==> config.mk <==
export PLATFORM = sky130hd
export DESIGN_NAME = bcd_mult_seq_flat
export DESIGN_NICKNAME = d
export VERILOG_FILES = /design/src/rtl/bcd_mult_seq_pkg.sv /design/src/rtl/bcd_mult_seq_if.sv /design/src/rtl/bcd_acc.sv /design/src/rtl/bcd_mult.sv /design/src/rtl/bcd_mult_seq.sv /design/src/flat_wrapper.sv
export SDC_FILE = /design/constraint.sdc
export NUM_CORES = 1
export LEC_CHECK = 0
export ABC_AREA = 1
export BUFFER_PORTS_ARGS = -buffer_cell sky130_fd_sc_hd__clkbuf_2
export CORE_AREA = 2 2 124 246
export CTS_BUF_LIST = sky130_fd_sc_hd__clkbuf_8
export DETAILED_ROUTE_END_ITERATION = 7
export DIE_AREA = 0 0 126 248
export GPL_ROUTABILITY_DRIVEN = 1
export PLACE_DENSITY = 0.44
export SKIP_CTS_REPAIR_TIMING = 1
export SYNTH_ARGS = -nofsm -noshare
export SYNTH_HDL_FRONTEND = slang
export SYNTH_SLANG_ARGS = --single-unit
==> constraint.sdc <==
create_clock -name clock -period 18.2 [get_ports clock]
set_input_delay 3.64 -clock clock [delete_from_list [all_inputs] [get_ports clock]]
set_output_delay 3.64 -clock clock [all_outputs]
set_load 0.1 [all_outputs]
==> src/rtl/bcd_mult_seq_pkg.sv <==
`default_nettype none
// ============================================================================
//  Module      : bcd_mult_seq_pkg
//  Description : Shared types and BCD helper functions for the multi-digit
//                BCD multiplier sequencer (digit type, FSM state encoding,
//                digit validity test, single-digit decimal add, 0..81 binary
//                to two-digit BCD conversion).
//  Revision    : 1.0  initial release
// ============================================================================
package bcd_mult_seq_pkg;

    typedef logic [3:0] bcd_digit_t;

    typedef enum logic [1:0] {
        IDLE  = 2'd0,
        ISSUE = 2'd1,
        DRAIN = 2'd2,
        DONE  = 2'd3
    } state_t;

    function automatic logic is_bcd(input bcd_digit_t d);
        return (d <= 4'd9);
    endfunction

    // Returns {carry_out, digit}. A raw sum above 9 gets the +6 correction,
    // which both wraps the digit into 0..9 and sets bit 4 as the carry.
    function automatic logic [4:0] bcd_add_digit(input bcd_digit_t a,
                                                 input bcd_digit_t b,
                                                 input logic       cin);
        logic [4:0] s;
        s = 5'(a) + 5'(b) + 5'(cin);
        if (s > 5'd9) begin
            s = s + 5'd6;
        end
        return s;
    endfunction

    // Binary value 0..81 (a digit product) to {tens, ones}. Eight
    // conditional subtractions of ten cover the whole range.
    function automatic logic [7:0] bin_to_bcd2(input logic [6:0] p);
        logic [6:0] r;
        logic [3:0] t;
        r = p;
        t = 4'd0;
        for (int k = 0; k < 8; k++) begin
            if (r >= 7'd10) begin
                r = r - 7'd10;
                t = t + 4'd1;
            end
        end
        return {t, 4'b0000} | {1'b0, r};
    endfunction

endpackage
`default_nettype wire

==> src/rtl/bcd_mult_seq_if.sv <==
`default_nettype none
// ============================================================================
//  Module      : bcd_mult_seq_if
//  Description : Operand/result handshake bundle of the BCD multiplier.
//                master = operand source / result sink, slave = sequencer.
//                in_valid/in_ready/dataa/datab : operand handshake
//                abort                         : cancel current operation
//                result_valid/result_ready     : result handshake
//                result/result_err             : BCD product / bad operand flag
//  Revision    : 1.0  initial release
// ============================================================================
interface bcd_mult_seq_if #(
    parameter int DIGITS = 4
) ();
    logic                  in_valid;
    logic                  in_ready;
    logic [4*DIGITS-1:0]   dataa;
    logic [4*DIGITS-1:0]   datab;
    logic                  abort;
    logic                  result_valid;
    logic                  result_ready;
    logic [8*DIGITS-1:0]   result;
    logic                  result_err;

    modport master (
        output in_valid, dataa, datab, abort, result_ready,
        input  in_ready, result_valid, result, result_err
    );

    modport slave (
        input  in_valid, dataa, datab, abort, result_ready,
        output in_ready, result_valid, result, result_err
    );
endinterface
`default_nettype wire

==> src/rtl/bcd_acc.sv <==
`default_nettype none
// ============================================================================
//  Module      : bcd_acc
//  Description : Combinational 2*DIGITS-digit BCD adder: accumulator plus a
//                two-digit product placed i_shift digits up.
//                i_acc, i_prod, i_shift -> o_sum.
//  Revision    : 1.0  initial release
// ============================================================================
module bcd_acc
    import bcd_mult_seq_pkg::*;
#(
    parameter int DIGITS = 4,
    parameter int SW     = 3
) (
    input  wire  [8*DIGITS-1:0] i_acc,
    input  wire  [7:0]          i_prod,
    input  wire  [SW-1:0]       i_shift,
    output logic [8*DIGITS-1:0] o_sum
);
    logic [8*DIGITS-1:0] w_addend;
    logic [4:0]          w_d;
    logic                w_c;

    assign w_addend = {{(8*DIGITS-8){1'b0}}, i_prod} << {i_shift, 2'b00};

    // Ripple the decimal carry through every digit; the product of two
    // DIGITS-digit numbers always fits, so the final carry is always zero.
    always_comb begin
        o_sum = '0;
        w_c   = 1'b0;
        w_d   = '0;
        for (int k = 0; k < 2*DIGITS; k++) begin
            w_d              = bcd_add_digit(i_acc[4*k +: 4], w_addend[4*k +: 4], w_c);
            o_sum[4*k +: 4]  = w_d[3:0];
            w_c              = w_d[4];
        end
    end
endmodule
`default_nettype wire

==> src/rtl/bcd_mult.sv <==
`default_nettype none
// ============================================================================
//  Module      : bcd_mult
//  Description : Single-digit BCD multiplier, 4b x 4b -> 2-digit BCD,
//                two-cycle latency (operand register, product register).
//                clk, rst (sync, active-high flush), i_data_valid, i_a, i_b,
//                o_result_valid, o_result {tens, ones}.
//  Revision    : 1.0  initial release
// ============================================================================
module bcd_mult
    import bcd_mult_seq_pkg::*;
(
    input  wire         clk,
    input  wire         rst,
    input  wire         i_data_valid,
    input  wire  [3:0]  i_a,
    input  wire  [3:0]  i_b,
    output logic        o_result_valid,
    output logic [7:0]  o_result
);
    bcd_digit_t r_a1, r_b1;
    logic       r_v1, r_v2;
    logic [7:0] r_prod;
    logic [6:0] w_bin;

    assign w_bin = 7'(r_a1) * 7'(r_b1);

    always_ff @(posedge clk) begin
        if (rst) begin
            r_a1   <= '0;
            r_b1   <= '0;
            r_v1   <= 1'b0;
            r_v2   <= 1'b0;
            r_prod <= '0;
        end else begin
            r_a1   <= i_a;
            r_b1   <= i_b;
            r_v1   <= i_data_valid;
            r_v2   <= r_v1;
            r_prod <= bin_to_bcd2(w_bin);
        end
    end

    assign o_result_valid = r_v2;
    assign o_result       = r_prod;
endmodule
`default_nettype wire

==> src/rtl/bcd_mult_seq.sv <==
`default_nettype none
// ============================================================================
//  Module      : bcd_mult_seq
//  Description : Multi-digit BCD multiplier sequencer. Feeds one digit pair
//                per cycle to a shared single-digit bcd_mult and accumulates
//                the shifted partial products in BCD.
//                clock, clock_areset_n (async active-low), bus (slave side of
//                bcd_mult_seq_if: operand, abort and result handshakes).
//  Revision    : 1.0  initial release
// ============================================================================
module bcd_mult_seq
    import bcd_mult_seq_pkg::*;
#(
    parameter int DIGITS = 4
) (
    input  wire            clock,
    input  wire            clock_areset_n,
    bcd_mult_seq_if.slave  bus
);
    localparam int IW = $clog2(DIGITS);
    localparam int SW = $clog2(2*DIGITS-1);
    localparam int AW = 8*DIGITS;

    state_t              r_state, w_next;
    logic [4*DIGITS-1:0] r_a, r_b;
    logic [IW-1:0]       r_i, r_j;
    logic                r_drain;
    logic [AW-1:0]       r_acc, w_acc_sum;
    logic                r_err;
    logic [1:0]          r_tag_v;
    logic [SW-1:0]       r_tag_sh0, r_tag_sh1;
    logic                w_accept, w_issue, w_bad, w_last, w_abort;
    logic [SW-1:0]       w_shift;
    bcd_digit_t          w_da, w_db;
    logic [7:0]          w_prod;
    logic                w_mult_valid_unused;

    assign w_abort = bus.abort && (r_state != IDLE);
    assign w_last  = (r_i == IW'(DIGITS-1)) && (r_j == IW'(DIGITS-1));
    assign w_shift = SW'(r_i) + SW'(r_j);
    assign w_da    = r_a[4*r_i +: 4];
    assign w_db    = r_b[4*r_j +: 4];

    always_comb begin
        w_bad = 1'b0;
        for (int k = 0; k < DIGITS; k++) begin
            if (!is_bcd(bus.dataa[4*k +: 4]) || !is_bcd(bus.datab[4*k +: 4])) begin
                w_bad = 1'b1;
            end
        end
    end

    // Next-state and control strobes
    always_comb begin
        w_next   = r_state;
        w_accept = 1'b0;
        w_issue  = 1'b0;
        case (r_state)
            IDLE: begin
                if (bus.in_valid) begin
                    w_accept = 1'b1;
                    w_next   = w_bad ? DONE : ISSUE;
                end
            end
            ISSUE: begin
                w_issue = 1'b1;
                if (w_last) begin
                    w_next = DRAIN;
                end
            end
            DRAIN: begin
                if (r_drain) begin
                    w_next = DONE;
                end
            end
            DONE: begin
                if (bus.result_ready) begin
                    w_next = IDLE;
                end
            end
            default: w_next = IDLE;
        endcase
        if (w_abort) begin
            w_next  = IDLE;
            w_issue = 1'b0;
        end
    end

    always_ff @(posedge clock or negedge clock_areset_n) begin
        if (!clock_areset_n) begin
            r_state <= IDLE;
        end else begin
            r_state <= w_next;
        end
    end

    // Datapath. r_tag_* follows each issued digit pair through the two
    // bcd_mult stages so the product is added with the shift it was issued at.
    always_ff @(posedge clock or negedge clock_areset_n) begin
        if (!clock_areset_n) begin
            r_a       <= '0;
            r_b       <= '0;
            r_i       <= '0;
            r_j       <= '0;
            r_drain   <= 1'b0;
            r_acc     <= '0;
            r_err     <= 1'b0;
            r_tag_v   <= '0;
            r_tag_sh0 <= '0;
            r_tag_sh1 <= '0;
        end else if (w_abort) begin
            r_i       <= '0;
            r_j       <= '0;
            r_drain   <= 1'b0;
            r_acc     <= '0;
            r_err     <= 1'b0;
            r_tag_v   <= '0;
        end else begin
            r_tag_v   <= {r_tag_v[0], w_issue};
            r_tag_sh0 <= w_shift;
            r_tag_sh1 <= r_tag_sh0;
            r_drain   <= (r_state == DRAIN) ? ~r_drain : 1'b0;
            if (r_tag_v[1]) begin
                r_acc <= w_acc_sum;
            end
            if (w_accept) begin
                r_a   <= bus.dataa;
                r_b   <= bus.datab;
                r_acc <= '0;
                r_err <= w_bad;
                r_i   <= '0;
                r_j   <= '0;
            end else if (w_issue) begin
                if (r_i == IW'(DIGITS-1)) begin
                    r_i <= '0;
                    r_j <= r_j + IW'(1);
                end else begin
                    r_i <= r_i + IW'(1);
                end
            end
        end
    end

    // The digit multiplier is held in reset while idle so no stale product
    // from an aborted operation can leak into the next one.
    bcd_mult u_mult (
        .clk            (clock),
        .rst            (r_state == IDLE),
        .i_data_valid   (w_issue),
        .i_a            (w_da),
        .i_b            (w_db),
        .o_result_valid (w_mult_valid_unused),
        .o_result       (w_prod)
    );

    bcd_acc #(
        .DIGITS (DIGITS),
        .SW     (SW)
    ) u_acc (
        .i_acc   (r_acc),
        .i_prod  (w_prod),
        .i_shift (r_tag_sh1),
        .o_sum   (w_acc_sum)
    );

    assign bus.in_ready     = (r_state == IDLE);
    assign bus.result_valid = (r_state == DONE);
    assign bus.result       = r_acc;
    assign bus.result_err   = r_err;
endmodule
`default_nettype wire

==> src/flat_wrapper.sv <==
// flat-port wrapper written by rule: the top's interface ports become plain ports
module bcd_mult_seq_flat import bcd_mult_seq_pkg::*;
#(
    parameter int DIGITS = 4
)
  (clock, clock_areset_n, bus_in_valid, bus_dataa, bus_datab, bus_abort, bus_result_ready, bus_in_ready, bus_result_valid, bus_result, bus_result_err);
  bcd_mult_seq_if #(.DIGITS(DIGITS)) bus_i ();
  input  wire clock;
  input  wire clock_areset_n;
  input wire logic [$bits(bus_i.in_valid)-1:0] bus_in_valid;
  input wire logic [$bits(bus_i.dataa)-1:0] bus_dataa;
  input wire logic [$bits(bus_i.datab)-1:0] bus_datab;
  input wire logic [$bits(bus_i.abort)-1:0] bus_abort;
  input wire logic [$bits(bus_i.result_ready)-1:0] bus_result_ready;
  output wire logic [$bits(bus_i.in_ready)-1:0] bus_in_ready;
  output wire logic [$bits(bus_i.result_valid)-1:0] bus_result_valid;
  output wire logic [$bits(bus_i.result)-1:0] bus_result;
  output wire logic [$bits(bus_i.result_err)-1:0] bus_result_err;
  assign bus_i.in_valid = bus_in_valid;
  assign bus_i.dataa = bus_dataa;
  assign bus_i.datab = bus_datab;
  assign bus_i.abort = bus_abort;
  assign bus_i.result_ready = bus_result_ready;
  assign bus_in_ready = bus_i.in_ready;
  assign bus_result_valid = bus_i.result_valid;
  assign bus_result = bus_i.result;
  assign bus_result_err = bus_i.result_err;
  bcd_mult_seq #(.DIGITS(DIGITS)) u_core (.clock(clock), .clock_areset_n(clock_areset_n), .bus(bus_i));
endmodule
==> impl_metrics.toml <==
[yosys]
yosys_most_used_dff = "dfrtp_1"
postSynthCellCount = 1176
synth_area_leader_cell = "dfrtp_1"
netlist_area_mm2 = 0.00868
ys_async_sr_fraction = 0.833
synth_edf_count = 0
synth.net_count = 1305
synth_cell_type_count = 49
synth-seq-cells = 96
synth-warning-count = 0
post_synth_main_area_contributors = "dfrtp_1 (23%), nand2_1 (13%), ha_1 (10%)"
synth.yosys.seq_area_share = 0.268
yosys.area.top_type_share = 0.231
syn-mean-instance-area_um2 = 7.38

[drt]
remaining_drc_errors = 0
drt_via_density = 4.67
first_pass_detailed_route_iteration_total = 4
wl_per_cell_um = 14.6
first_iter_violations = 280
finalWirelength_um = 23500
drt_antenna_net_count = 0
vias = 7524

[sta]
highest_clock_rate_mhz = 68.0
report.final.setup_viol = 0
fin_max_slew_vios = 0
grt_setup_unrepaired = "false"
timing_worst_slew_pin_value_ns = 0.961
setup_tns_ns = 0
layout_worst_path_cycle_share = 0.808
setup_ws_ns = 3.49
maxSlewHeadroom = 0.359
timing.final.crit_period_ns = 14.71
timing.hold.ws_ns = 0.444
fin_skew_ns = 0.0217
finalHoldViolations = 0

[critical_path]
crit_fanout = 11
criticalPathCategory = "register to register"
slowest_delay_ns = 0.52
path_common_cell = "fa_1"
worstSetupStartpointType = "register"
endpoint_kind = "register"
cp_data_required_time_ns = 18.52
arrival_ns = 15.03
crit_path_top_delay_cell = "dfrtp_1"

[placement]
port_buffers = 71
place.detailed.instances = 1595
pre_cts_ws_ns = 3.47
place_hpwl_um = 19400
gp_routability_congestion = 0.844

[cts]
cts_max_path_buffers = 2
tritoncts = "built"
ctsHtreeMaxLevel = 3
clock-sinks = 96
clkSlewWorstSetupHoldPaths_ns = 0.09
insertion_delay_ns = 0.41
root_buffer = "clkbuf_8"
cts_buffers = 9

[layout]
post_route_cells_drive_above_1_share = 0.178
num-nets-final = 1371
finish.cell_count_without_fillers = 1611
sequential_cell_area_mm2 = 0.00232
synthToLayoutAreaGrowth_pct = 10.6
diodes = 0
fillCellCount = 3279
area_occupied_by_multi_input_gates_mm2 = 0.00558

[run]
max_cap_violations = 0

[die]
core_region_area_mm2 = 0.0294
fp.dieH_um = 248
floorplan.initialDensity = 0.295
die-area_mm2 = 0.0312
die_x_um = 126
rows = 89
top_level_ports = 72

[hold_path]
min_path_type = "register to register"

[grt]
grt_max_degree = 63
grt_antenna_before_repair = 0
global_route.overflow_total = 0
grt_first_pass_wirelength_um = 38300
first_global_vias = 7782
groute.usage.overall = 0.155

[status]
status = "finished, final reports clean"
-- registers in the layout, indices dropped and copies added, names as in the netlist --
name,flops
u_core.bus.result,32
u_core.r_a,16
u_core.r_b,16
u_core.u_mult.o_result,8
u_core.u_mult.r_a1,4
u_core.u_mult.r_b1,4
u_core.r_tag_sh0,3
u_core.r_tag_sh1,3
u_core.r_i,2
u_core.r_j,2
u_core.r_state,2
u_core.r_tag_v,2
u_core.bus.result_err,1
u_core.r_drain,1
-- placed cells by master (no fill, tap or decap), types with 8 or more instances in the layout --
cell,n
inv_2,12
nand3_1,56
dfrtp_1,80
dfxtp_1,16
nand3_4,8
nand2_4,14
o21ai_0,71
nand2_1,301
nor2_1,114
nand3_2,18
ha_1,72
inv_1,164
or2_2,8
clkbuf_2,70
clkbuf_8,9
xnor2_1,23
o22ai_1,8
nand2_2,44
a22o_1,8
a32o_1,16
nand4_1,12
fa_1,20
a21oi_1,27
xor2_1,12
-- per-layer routing --
metal	global-route usage	routed length, µm
met1	0.140	8010
met2	0.336	14400
met3	0.0200	410
met4	0.0540	630
met5	0	0
-- kinds of logic after synthesis --
family	count (synthesis)	share of synthesized area
compound gates	148	0.106
mux	4	0.00476
xor+xnor	36	0.0372
simple gates	600	0.345
fa+ha+maj	92	0.150
flops	96	0.268
buf+inv	200	0.0903
-- path summary, 6_finish.rpt --
path	start	cells past startpoint	slack [ns]	endpoint
max	u_core.r_tag_sh1[0]	67	3.49	u_core.bus.result[31]
min in group asynchronous	clock_areset_n	1	3.11	u_core.bus.result[21]
max reg2reg	u_core.r_tag_sh1[0]	67	3.49	u_core.bus.result[31]
min reg2reg	u_core.r_drain	1	0.44	u_core.r_drain
min	u_core.r_drain	1	0.44	u_core.r_drain
max in group asynchronous	clock_areset_n	2	13.96	u_core.r_a[8]
-- layout make-up --
cell class,count,share of cell area
Multi-Input combinational cell,880,0.581
Sequential cell,96,0.242
Inverter,179,0.0706
Tap cell,364,0.0474
Timing Repair Buffer,76,0.0412
Clock buffer,9,0.0129
Clock inverter,7,0.00495
-- critical path: cells and delay by family (launching register included) --
kind,cells,cell delay [ns]
compound gates,2,0.38
xor+xnor,13,2.40
fa+ha+maj,17,6.55
buf+inv,13,1.09
flops,1,0.52
simple gates,22,3.71
-- synth_stat cells (8+ instances only) --
library cell	n
o22ai_1	8
xnor2_1	23
clkbuf_1	18
or2_2	8
nand3_1	56
ha_1	72
nand3_4	8
o21ai_0	71
inv_2	12
fa_1	20
xor2_1	12
nand2_4	14
nand4_1	12
a22o_1	8
nor2_1	116
dfrtp_1	80
nand3_2	18
a32o_1	16
inv_1	162
a21oi_1	27
nand2_2	44
nand2_1	301
dfxtp_1	16
-- metrics by stage --
step | cell area (µm²) | utilization
after floorplan | 8680 | -
after global placement | 9430 | 0.321
after detailed placement | 9430 | 0.321
after CTS | 9600 | 0.327
after global routing | 9600 | 0.327
final | 9600 | 0.327
Power is not shown: default switching activity piles up to over one toggle a cycle in this logic, so the estimate is an artifact.
